===== src/rtl/float_mul_pipe_hs_if.sv =====
// Handshake bundle between FPU issue, the FP multiplier and the writeback arbiter.
// The master drives operands and out_ready, and the slave (the multiplier) returns results.
interface float_mul_pipe_hs_if #(
    parameter int EXP_W  = 8,
    parameter int FRAC_W = 23,
    parameter int TAG_W  = 4
);
    localparam int W = 1 + EXP_W + FRAC_W;

    logic             in_valid;
    logic             in_ready;
    logic [W-1:0]     a;
    logic [W-1:0]     b;
    logic [1:0]       rm;
    logic [TAG_W-1:0] in_tag;

    logic             out_valid;
    logic             out_ready;
    logic [W-1:0]     s;
    logic [TAG_W-1:0] out_tag;
    logic [3:0]       flags;

    modport master (
        output in_valid, a, b, rm, in_tag, out_ready,
        input  in_ready, out_valid, s, out_tag, flags
    );

    modport slave (
        input  in_valid, a, b, rm, in_tag, out_ready,
        output in_ready, out_valid, s, out_tag, flags
    );
endinterface


===== src/rtl/float_mul_pipe_hs.sv =====
// Three-stage IEEE-754 multiplier (unpack / multiply / normalise+round) with
// valid/ready flow control, bubble collapse, flush and {NV,OF,UF,NX} flags.
module float_mul_pipe_hs #(
    parameter int EXP_W  = 8,
    parameter int FRAC_W = 23,
    parameter int TAG_W  = 4
) (
    input logic clk,
    input logic rst,
    input logic flush,
    float_mul_pipe_hs_if.slave io
);
    localparam int W    = 1 + EXP_W + FRAC_W;
    localparam int SW   = FRAC_W + 1;
    localparam int PW   = 2 * SW;
    localparam int EW   = EXP_W + 2;
    localparam int XW   = EXP_W + 4;
    localparam int BIAS = (1 << (EXP_W - 1)) - 1;
    localparam logic [EXP_W-1:0] EXP_ONES = '1;
    localparam logic [W-1:0] QNAN = {1'b0, EXP_ONES, 1'b1, {(FRAC_W-1){1'b0}}};

    typedef struct packed {
        logic             sign;
        logic [SW-1:0]    sa;
        logic [SW-1:0]    sb;
        logic [EW-1:0]    exp;
        logic             spec;
        logic [W-1:0]     spec_res;
        logic             nv;
        logic [1:0]       rm;
        logic [TAG_W-1:0] tag;
    } s1_t;

    typedef struct packed {
        logic             sign;
        logic [PW-1:0]    prod;
        logic [EW-1:0]    exp;
        logic             spec;
        logic [W-1:0]     spec_res;
        logic             nv;
        logic [1:0]       rm;
        logic [TAG_W-1:0] tag;
    } s2_t;

    logic v1, v2, ov;
    logic ld1, ld2, ld3;
    s1_t  s1_d, s1_q;
    s2_t  s2_d, s2_q;
    logic [W-1:0]     s_q, res;
    logic [TAG_W-1:0] tag_q;
    logic [3:0]       fl_q, fl;

    // Each stage advances when empty or when its successor advances.
    assign ld3 = !ov || io.out_ready;
    assign ld2 = !v2 || ld3;
    assign ld1 = !v1 || ld2;

    assign io.in_ready  = ld1;
    assign io.out_valid = ov;
    assign io.s         = s_q;
    assign io.out_tag   = tag_q;
    assign io.flags     = fl_q;

    // ---------------- stage 1: unpack and classify ----------------
    logic [EXP_W-1:0]  ea, eb, ea_eff, eb_eff;
    logic [FRAC_W-1:0] fa, fb;
    logic za, zb, ia, ib, na, nb, sna, snb, zxi;

    always_comb begin
        ea  = io.a[W-2:FRAC_W];
        eb  = io.b[W-2:FRAC_W];
        fa  = io.a[FRAC_W-1:0];
        fb  = io.b[FRAC_W-1:0];
        za  = (ea == '0) && (fa == '0);
        zb  = (eb == '0) && (fb == '0);
        ia  = (ea == EXP_ONES) && (fa == '0);
        ib  = (eb == EXP_ONES) && (fb == '0);
        na  = (ea == EXP_ONES) && (fa != '0);
        nb  = (eb == EXP_ONES) && (fb != '0);
        sna = na && !fa[FRAC_W-1];
        snb = nb && !fb[FRAC_W-1];
        zxi = (za && ib) || (ia && zb);
        // Denormals behave as exponent 1 with a zero hidden bit.
        ea_eff = (ea == '0) ? EXP_W'(1) : ea;
        eb_eff = (eb == '0) ? EXP_W'(1) : eb;

        s1_d          = '0;
        s1_d.sign     = io.a[W-1] ^ io.b[W-1];
        s1_d.sa       = {ea != '0, fa};
        s1_d.sb       = {eb != '0, fb};
        s1_d.exp      = EW'(ea_eff) + EW'(eb_eff) - EW'(BIAS);
        s1_d.rm       = io.rm;
        s1_d.tag      = io.in_tag;
        if (na || nb || zxi) begin
            s1_d.spec     = 1'b1;
            s1_d.spec_res = QNAN;
            s1_d.nv       = sna || snb || zxi;
        end else if (ia || ib) begin
            s1_d.spec     = 1'b1;
            s1_d.spec_res = {s1_d.sign, EXP_ONES, {FRAC_W{1'b0}}};
        end else if (za || zb) begin
            s1_d.spec     = 1'b1;
            s1_d.spec_res = {s1_d.sign, {(W-1){1'b0}}};
        end
    end

    // ---------------- stage 2: significand product ----------------
    always_comb begin
        s2_d          = '0;
        s2_d.sign     = s1_q.sign;
        s2_d.prod     = PW'(s1_q.sa) * PW'(s1_q.sb);
        s2_d.exp      = s1_q.exp;
        s2_d.spec     = s1_q.spec;
        s2_d.spec_res = s1_q.spec_res;
        s2_d.nv       = s1_q.nv;
        s2_d.rm       = s1_q.rm;
        s2_d.tag      = s1_q.tag;
    end

    // ---------------- stage 3: normalise, denormalise, round ----------------
    function automatic logic [XW-1:0] lzc(input logic [PW-1:0] p);
        logic [XW-1:0] n;
        n = XW'(PW);
        for (int i = 0; i < PW; i++)
            if (p[i]) n = XW'(PW - 1 - i);
        return n;
    endfunction

    logic [XW-1:0] lz, e_norm, sh, e_eff, e_fin;
    logic [PW-1:0] p_norm, p_den;
    logic [SW-1:0] mant, mant_f;
    logic [SW:0]   mant_r;
    logic tiny, lost, guard, sticky, inexact, inc, ovf, to_inf;

    always_comb begin
        lz     = lzc(s2_q.prod);
        // Biased exponent of the product once its leading one is at the top bit.
        e_norm = {{(XW-EW){s2_q.exp[EW-1]}}, s2_q.exp} + XW'(1) - lz;
        p_norm = s2_q.prod << lz;
        tiny   = e_norm[XW-1] || (e_norm == '0);
        sh     = tiny ? (XW'(1) - e_norm) : '0;
        if (sh > XW'(PW)) sh = XW'(PW);
        p_den   = p_norm >> sh;
        lost    = |(p_norm & ~({PW{1'b1}} << sh));
        e_eff   = tiny ? XW'(1) : e_norm;
        mant    = p_den[PW-1 -: SW];
        guard   = p_den[FRAC_W];
        sticky  = (|p_den[FRAC_W-1:0]) || lost;
        inexact = guard || sticky;

        case (s2_q.rm)
            2'd0:    inc = guard && (sticky || mant[0]);
            2'd1:    inc = 1'b0;
            2'd2:    inc = !s2_q.sign && inexact;
            default: inc = s2_q.sign && inexact;
        endcase

        mant_r = {1'b0, mant} + (SW+1)'(inc);
        if (mant_r[SW]) begin
            mant_f = mant_r[SW:1];
            e_fin  = e_eff + XW'(1);
        end else begin
            mant_f = mant_r[SW-1:0];
            e_fin  = e_eff;
        end

        ovf    = mant_f[FRAC_W] && (e_fin >= XW'(EXP_ONES));
        to_inf = (s2_q.rm == 2'd0) || (s2_q.rm == 2'd2 && !s2_q.sign) ||
                 (s2_q.rm == 2'd3 && s2_q.sign);

        if (s2_q.spec) begin
            res = s2_q.spec_res;
            fl  = {s2_q.nv, 3'b000};
        end else if (ovf) begin
            res = to_inf ? {s2_q.sign, EXP_ONES, {FRAC_W{1'b0}}}
                         : {s2_q.sign, EXP_ONES - EXP_W'(1), {FRAC_W{1'b1}}};
            fl  = 4'b0101;
        end else begin
            // A clear hidden bit after rounding means a denormal (or zero) encoding.
            res = {s2_q.sign, mant_f[FRAC_W] ? e_fin[EXP_W-1:0] : {EXP_W{1'b0}},
                   mant_f[FRAC_W-1:0]};
            fl  = {2'b00, tiny && inexact, inexact};
        end
    end

    // ---------------- state ----------------
    always_ff @(posedge clk) begin
        if (rst || flush) begin
            v1 <= 1'b0;
            v2 <= 1'b0;
            ov <= 1'b0;
        end else begin
            if (ld1) v1 <= io.in_valid;
            if (ld2) v2 <= v1;
            if (ld3) ov <= v2;
        end
    end

    always_ff @(posedge clk) begin
        if (ld1 && io.in_valid) s1_q <= s1_d;
        if (ld2 && v1)          s2_q <= s2_d;
    end

    always_ff @(posedge clk) begin
        if (rst) begin
            s_q   <= '0;
            tag_q <= '0;
            fl_q  <= '0;
        end else if (ld3 && v2) begin
            s_q   <= res;
            tag_q <= s2_q.tag;
            fl_q  <= fl;
        end
    end
endmodule


===== src/flat_wrapper.sv =====
// flat-port wrapper written by rule: the top's interface ports become plain ports
module float_mul_pipe_hs_flat 
#(
    parameter int EXP_W  = 8,
    parameter int FRAC_W = 23,
    parameter int TAG_W  = 4
)
  (clk, rst, flush, io_in_valid, io_a, io_b, io_rm, io_in_tag, io_out_ready, io_in_ready, io_out_valid, io_s, io_out_tag, io_flags);
  float_mul_pipe_hs_if #(.EXP_W(EXP_W), .FRAC_W(FRAC_W), .TAG_W(TAG_W)) io_i ();
  input logic clk;
  input logic rst;
  input logic flush;
  input wire logic [$bits(io_i.in_valid)-1:0] io_in_valid;
  input wire logic [$bits(io_i.a)-1:0] io_a;
  input wire logic [$bits(io_i.b)-1:0] io_b;
  input wire logic [$bits(io_i.rm)-1:0] io_rm;
  input wire logic [$bits(io_i.in_tag)-1:0] io_in_tag;
  input wire logic [$bits(io_i.out_ready)-1:0] io_out_ready;
  output wire logic [$bits(io_i.in_ready)-1:0] io_in_ready;
  output wire logic [$bits(io_i.out_valid)-1:0] io_out_valid;
  output wire logic [$bits(io_i.s)-1:0] io_s;
  output wire logic [$bits(io_i.out_tag)-1:0] io_out_tag;
  output wire logic [$bits(io_i.flags)-1:0] io_flags;
  assign io_i.in_valid = io_in_valid;
  assign io_i.a = io_a;
  assign io_i.b = io_b;
  assign io_i.rm = io_rm;
  assign io_i.in_tag = io_in_tag;
  assign io_i.out_ready = io_out_ready;
  assign io_in_ready = io_i.in_ready;
  assign io_out_valid = io_i.out_valid;
  assign io_s = io_i.s;
  assign io_out_tag = io_i.out_tag;
  assign io_flags = io_i.flags;
  float_mul_pipe_hs #(.EXP_W(EXP_W), .FRAC_W(FRAC_W), .TAG_W(TAG_W)) u_core (.clk(clk), .rst(rst), .flush(flush), .io(io_i));
endmodule

===== config.mk =====
export PLATFORM = sky130hd
export DESIGN_NAME = float_mul_pipe_hs_flat
export DESIGN_NICKNAME = d
export VERILOG_FILES = /design/src/rtl/float_mul_pipe_hs_if.sv /design/src/rtl/float_mul_pipe_hs.sv /design/src/flat_wrapper.sv
export SDC_FILE = /design/constraint.sdc
export NUM_CORES = 2
export LEC_CHECK = 0
export CORE_UTILIZATION = 42
export CTS_CLUSTER_DIAMETER = 40
export DETAILED_ROUTE_END_ITERATION = 8
export PLACE_DENSITY_LB_ADDON = 0.2
export SYNTH_ARGS = -nofsm -noshare
export SYNTH_HDL_FRONTEND = slang
export SYNTH_SLANG_ARGS = --single-unit

===== constraint.sdc =====
create_clock -name clk -period 12.6 [get_ports clk]
set_input_delay 1.26 -clock clk [delete_from_list [all_inputs] [get_ports clk]]
set_output_delay 1.26 -clock clk [all_outputs]
set_load 0.1 [all_outputs]

==> qor.yml <==
status:
  status: "complete, no violations"
synthesis:
  ys.flop_type: "edfxtp_1"
  synth_edf_count: 140
  synth_seq_cells: 183
  yosysSeqAreaShare: 0.1444
  ys_async_sr_fraction: 0
  syn_area_per_cell_um2: 8.453
  yosysWarnings: 0
  synthCells: 4150
  syn_area_um2: 35080
  synth_cell_types: 110
  syn-num-nets: 4904
floorplanning:
  die_h_um: 291.0
  io_pins: 117
  fp.dieW_um: 291.0
  core_area_um2: 82370
  start_util: 0.4259
  die_area_um2: 84690
  row_count: 105
clocking:
  cts_tree: "yes"
  clk_pin_slew_ns: 0.09
  clk-insertion-delay-late_ns: 0.48
  cts.sinks: 183
  clockBufferDepth: 2
  h-tree-depth: 4
  hold_buffers: 0
  numCtsBuffers: 17
  root_buffer: "clkbuf_16"
finish:
  fin_cells: 5215
  fin_nets: 4886
  fill_cells: 8184
  regArea_um2: 5065
  antenna_cells: 0
  drive_above_1_share: 0.05766
  multi_input_area_um2: 26940
  final_area_um2: 37900
  area.growth.synth_to_final_pct: 8.028
detailed_routing:
  wl_met1_mm: 51.87
  drt-initial-drc-count: 3110
  first_pass_iters: 7
  wl_met2_mm: 56.00
  routedWlPerCell_um: 23.37
  drc: 0
  vias: 31231
  wirelength_mm: 121.9
  vias_per_cell: 5.989
  ant_nets: 0
  dr_wl_met3_mm: 9.048
  dr.max_layer_used: "met5"
placed_design:
  place_inst: 5183
  hpwl_mm: 94.35
  portBuffers: 116
  dp_slack_ns: 0.9324
  dpl_cell_area_um2: 37280
  gp_congestion: 1.023
critical_path:
  worst-path-max-fanout: 19
  critPathArrivalTime_ns: 12.13
  cpMaxStageDelayCell: "o21a_1"
  required_ns: 12.95
  reg2reg_from: "u_core.s2_q[71]"
  regToRegEndpoint: "u_core.io.s[22]"
  rrSetupSlack_ns: 0.81
  crit_path_end_kind: "flip-flop"
  max_stage_delay_ns: 0.82
  start_kind: "flip-flop"
  r2r_cells: 40
  critPathKind: "flip-flop to flip-flop"
global_routing:
  grt_pass1_wl_mm: 189.9
  grt_usage: 0.2895
  grt-ovfl-total: 0
  grt_max_degree: 71
  antenna_found_initial: 2
  grt_pass1_vias: 31431
sta:
  rsz0062_at_grt: "no"
  finalHoldViolCount: 0
  setup_viol: 0
  worst_slew_pin_slew_ns: 1.175
  fin_crit_sh: 0.9356
  fin_ws_ns: 0.8119
  finalSetupTns_ns: 0
  report.final.slew_viol_count: 0
  relSlewSlack: 0.1962
  period_minus_slack_ns: 11.79
  fin_skew_ns: 0.02021
  max_freq_mhz: 84.83
hold_path:
  min_from: "u_core.s1_q[4]"
  holdPathEnd: "u_core.s2_q[4]"
  hold_path_depth: 0
  hp-class: "flip-flop to flip-flop"
flow_run:
  maxCapViolations: 0
[cells in the final DEF (no fill, tap or decap), types with 15 or more instances in the layout]
cell | Yosys | final
nor4_1 | 55 | 54
o31ai_1 | 15 | 15
nor2_1 | 218 | 215
xor2_1 | 27 | 27
o21ai_1 | 24 | 24
edfxtp_1 | 140 | 140
clkdlybuf4s50_1 | 0 | 116
or3_1 | 17 | 17
and2_1 | 214 | 213
clkbuf_16 | 0 | 18
nand3_1 | 90 | 90
and3_1 | 22 | 22
dfxtp_1 | 43 | 43
xnor2_1 | 74 | 74
nand2_1 | 622 | 622
o21ai_2 | 19 | 19
nand2b_1 | 18 | 18
fa_1 | 484 | 484
buf_4 | 9 | 103
a221oi_1 | 21 | 21
a2111oi_0 | 15 | 15
a31oi_1 | 29 | 29
mux2i_1 | 100 | 100
nor2b_1 | 16 | 16
o21a_1 | 15 | 15
inv_1 | 530 | 530
o21ai_0 | 86 | 86
a211oi_1 | 66 | 66
nor3_1 | 121 | 120
a21oi_1 | 179 | 179
nand4_1 | 42 | 42
a21o_1 | 29 | 29
o22ai_1 | 40 | 40
ha_1 | 195 | 195
a22oi_1 | 24 | 24
o211ai_1 | 43 | 43
[layer usage]
layer / track usage / vias up
met5: 0 / -
met3: 0.04390 / 284
met4: 0.1114 / 4
met1: 0.3896 / 15484
li1: - / 14049
met2: 0.4683 / 1410
[stage by stage]
stage            util  hold slack [ns]
6_report       0.4601           0.4130
5_1_grt        0.4601           0.4229
4_1_cts        0.4600           0.4115
3_5_place_dp   0.4526           0.4045
3_3_place_gp   0.4526           0.4014
2_1_floorplan       -           0.4003
[cell families after synthesis]
family          after synthesis  share of synthesized area
mux                         109                    0.03149
xor+xnor                    103                    0.02664
simple gates               1494                     0.2029
flops                       183                     0.1444
fa+ha+maj                   679                     0.3457
buf+inv                     791                    0.08938
compound gates              791                     0.1594
[worst max path at each step]
stage | start | endpoint | slack (ns)
floorplan | u_core.s2_q[93] | u_core.io.s[23] | 2.36
global placement | u_core.s2_q[95] | u_core.io.s[22] | 1.27
detailed placement | u_core.s2_q[95] | u_core.io.s[22] | 0.93
CTS | u_core.s2_q[95] | u_core.io.s[22] | 0.90
global route | u_core.s2_q[95] | u_core.io.s[22] | 0.05
finish | u_core.s2_q[71] | u_core.io.s[22] | 0.81
[synthesized netlist by cell type, types with 15 or more instances]
| master | n | area [um2] |
|---|---|---|
| nor2b_1 | 16 | 100.1 |
| nor4_1 | 55 | 344.1 |
| o31ai_1 | 15 | 112.6 |
| o22ai_1 | 40 | 250.2 |
| nor3_1 | 121 | 605.6 |
| o21ai_0 | 86 | 430.4 |
| o21ai_1 | 24 | 120.1 |
| o211ai_1 | 43 | 322.8 |
| clkbuf_1 | 186 | 698.2 |
| a221oi_1 | 21 | 183.9 |
| a211oi_1 | 66 | 495.5 |
| xnor2_1 | 74 | 648.1 |
| and3_1 | 22 | 137.6 |
| buf_1 | 18 | 67.56 |
| fa_1 | 484 | 9689 |
| o21a_1 | 15 | 112.6 |
| a31oi_1 | 29 | 181.4 |
| and2_1 | 214 | 1339 |
| nand3_1 | 90 | 450.4 |
| xor2_1 | 27 | 236.5 |
| mux2i_1 | 100 | 1001 |
| ha_1 | 195 | 2440 |
| nor2_1 | 218 | 818.3 |
| or3_1 | 17 | 106.4 |
| a22oi_1 | 24 | 180.2 |
| buf_2 | 31 | 155.2 |
| edfxtp_1 | 140 | 4204 |
| inv_1 | 530 | 1989 |
| dfxtp_1 | 43 | 860.8 |
| a21oi_1 | 179 | 895.9 |
| nand2_1 | 622 | 2335 |
| o21ai_2 | 19 | 166.4 |
| a21o_1 | 29 | 217.7 |
| nand2b_1 | 18 | 112.6 |
| nand4_1 | 42 | 262.8 |
| a2111oi_0 | 15 | 131.4 |
[layout make-up]
type                       instances  area share
clock inverter                    13    0.003863
inverter                         535     0.05309
timing repair buffer             219     0.05104
clock buffer                      19     0.01225
tap                             1070     0.03533
multi-input combinational       3176      0.7108
sequential                       183      0.1336
[flip-flops by register name (all words and copies together) (netlist names)]
name                 cells
u_core.io.flags          4
u_core.io.out_tag        4
u_core.io.out_valid      1
u_core.io.s             32
u_core.s1_q             70
u_core.s2_q             70
u_core.v1                1
u_core.v2                1
[critical path: cells and delay by family (launching register included)]
family / cells / cell delay (ns)
AO/OA/AOI/OAI: 16 / 4.61
adder cells (fa/ha/maj): 4 / 1.33
buffers and inverters: 5 / 1.20
flip-flops: 1 / 0.53
multiplexers: 2 / 0.56
AND/OR/NAND/NOR: 13 / 3.41
[what timing repair did]
item | 4_1_cts | 5_1_grt
buffers inserted | 0 | 0
gates resized for setup | 0 | 1
setup endpoints to repair | 0 | 20
Power is not shown: default switching activity piles up to over one toggle a cycle in this logic, so the estimate is an artifact.
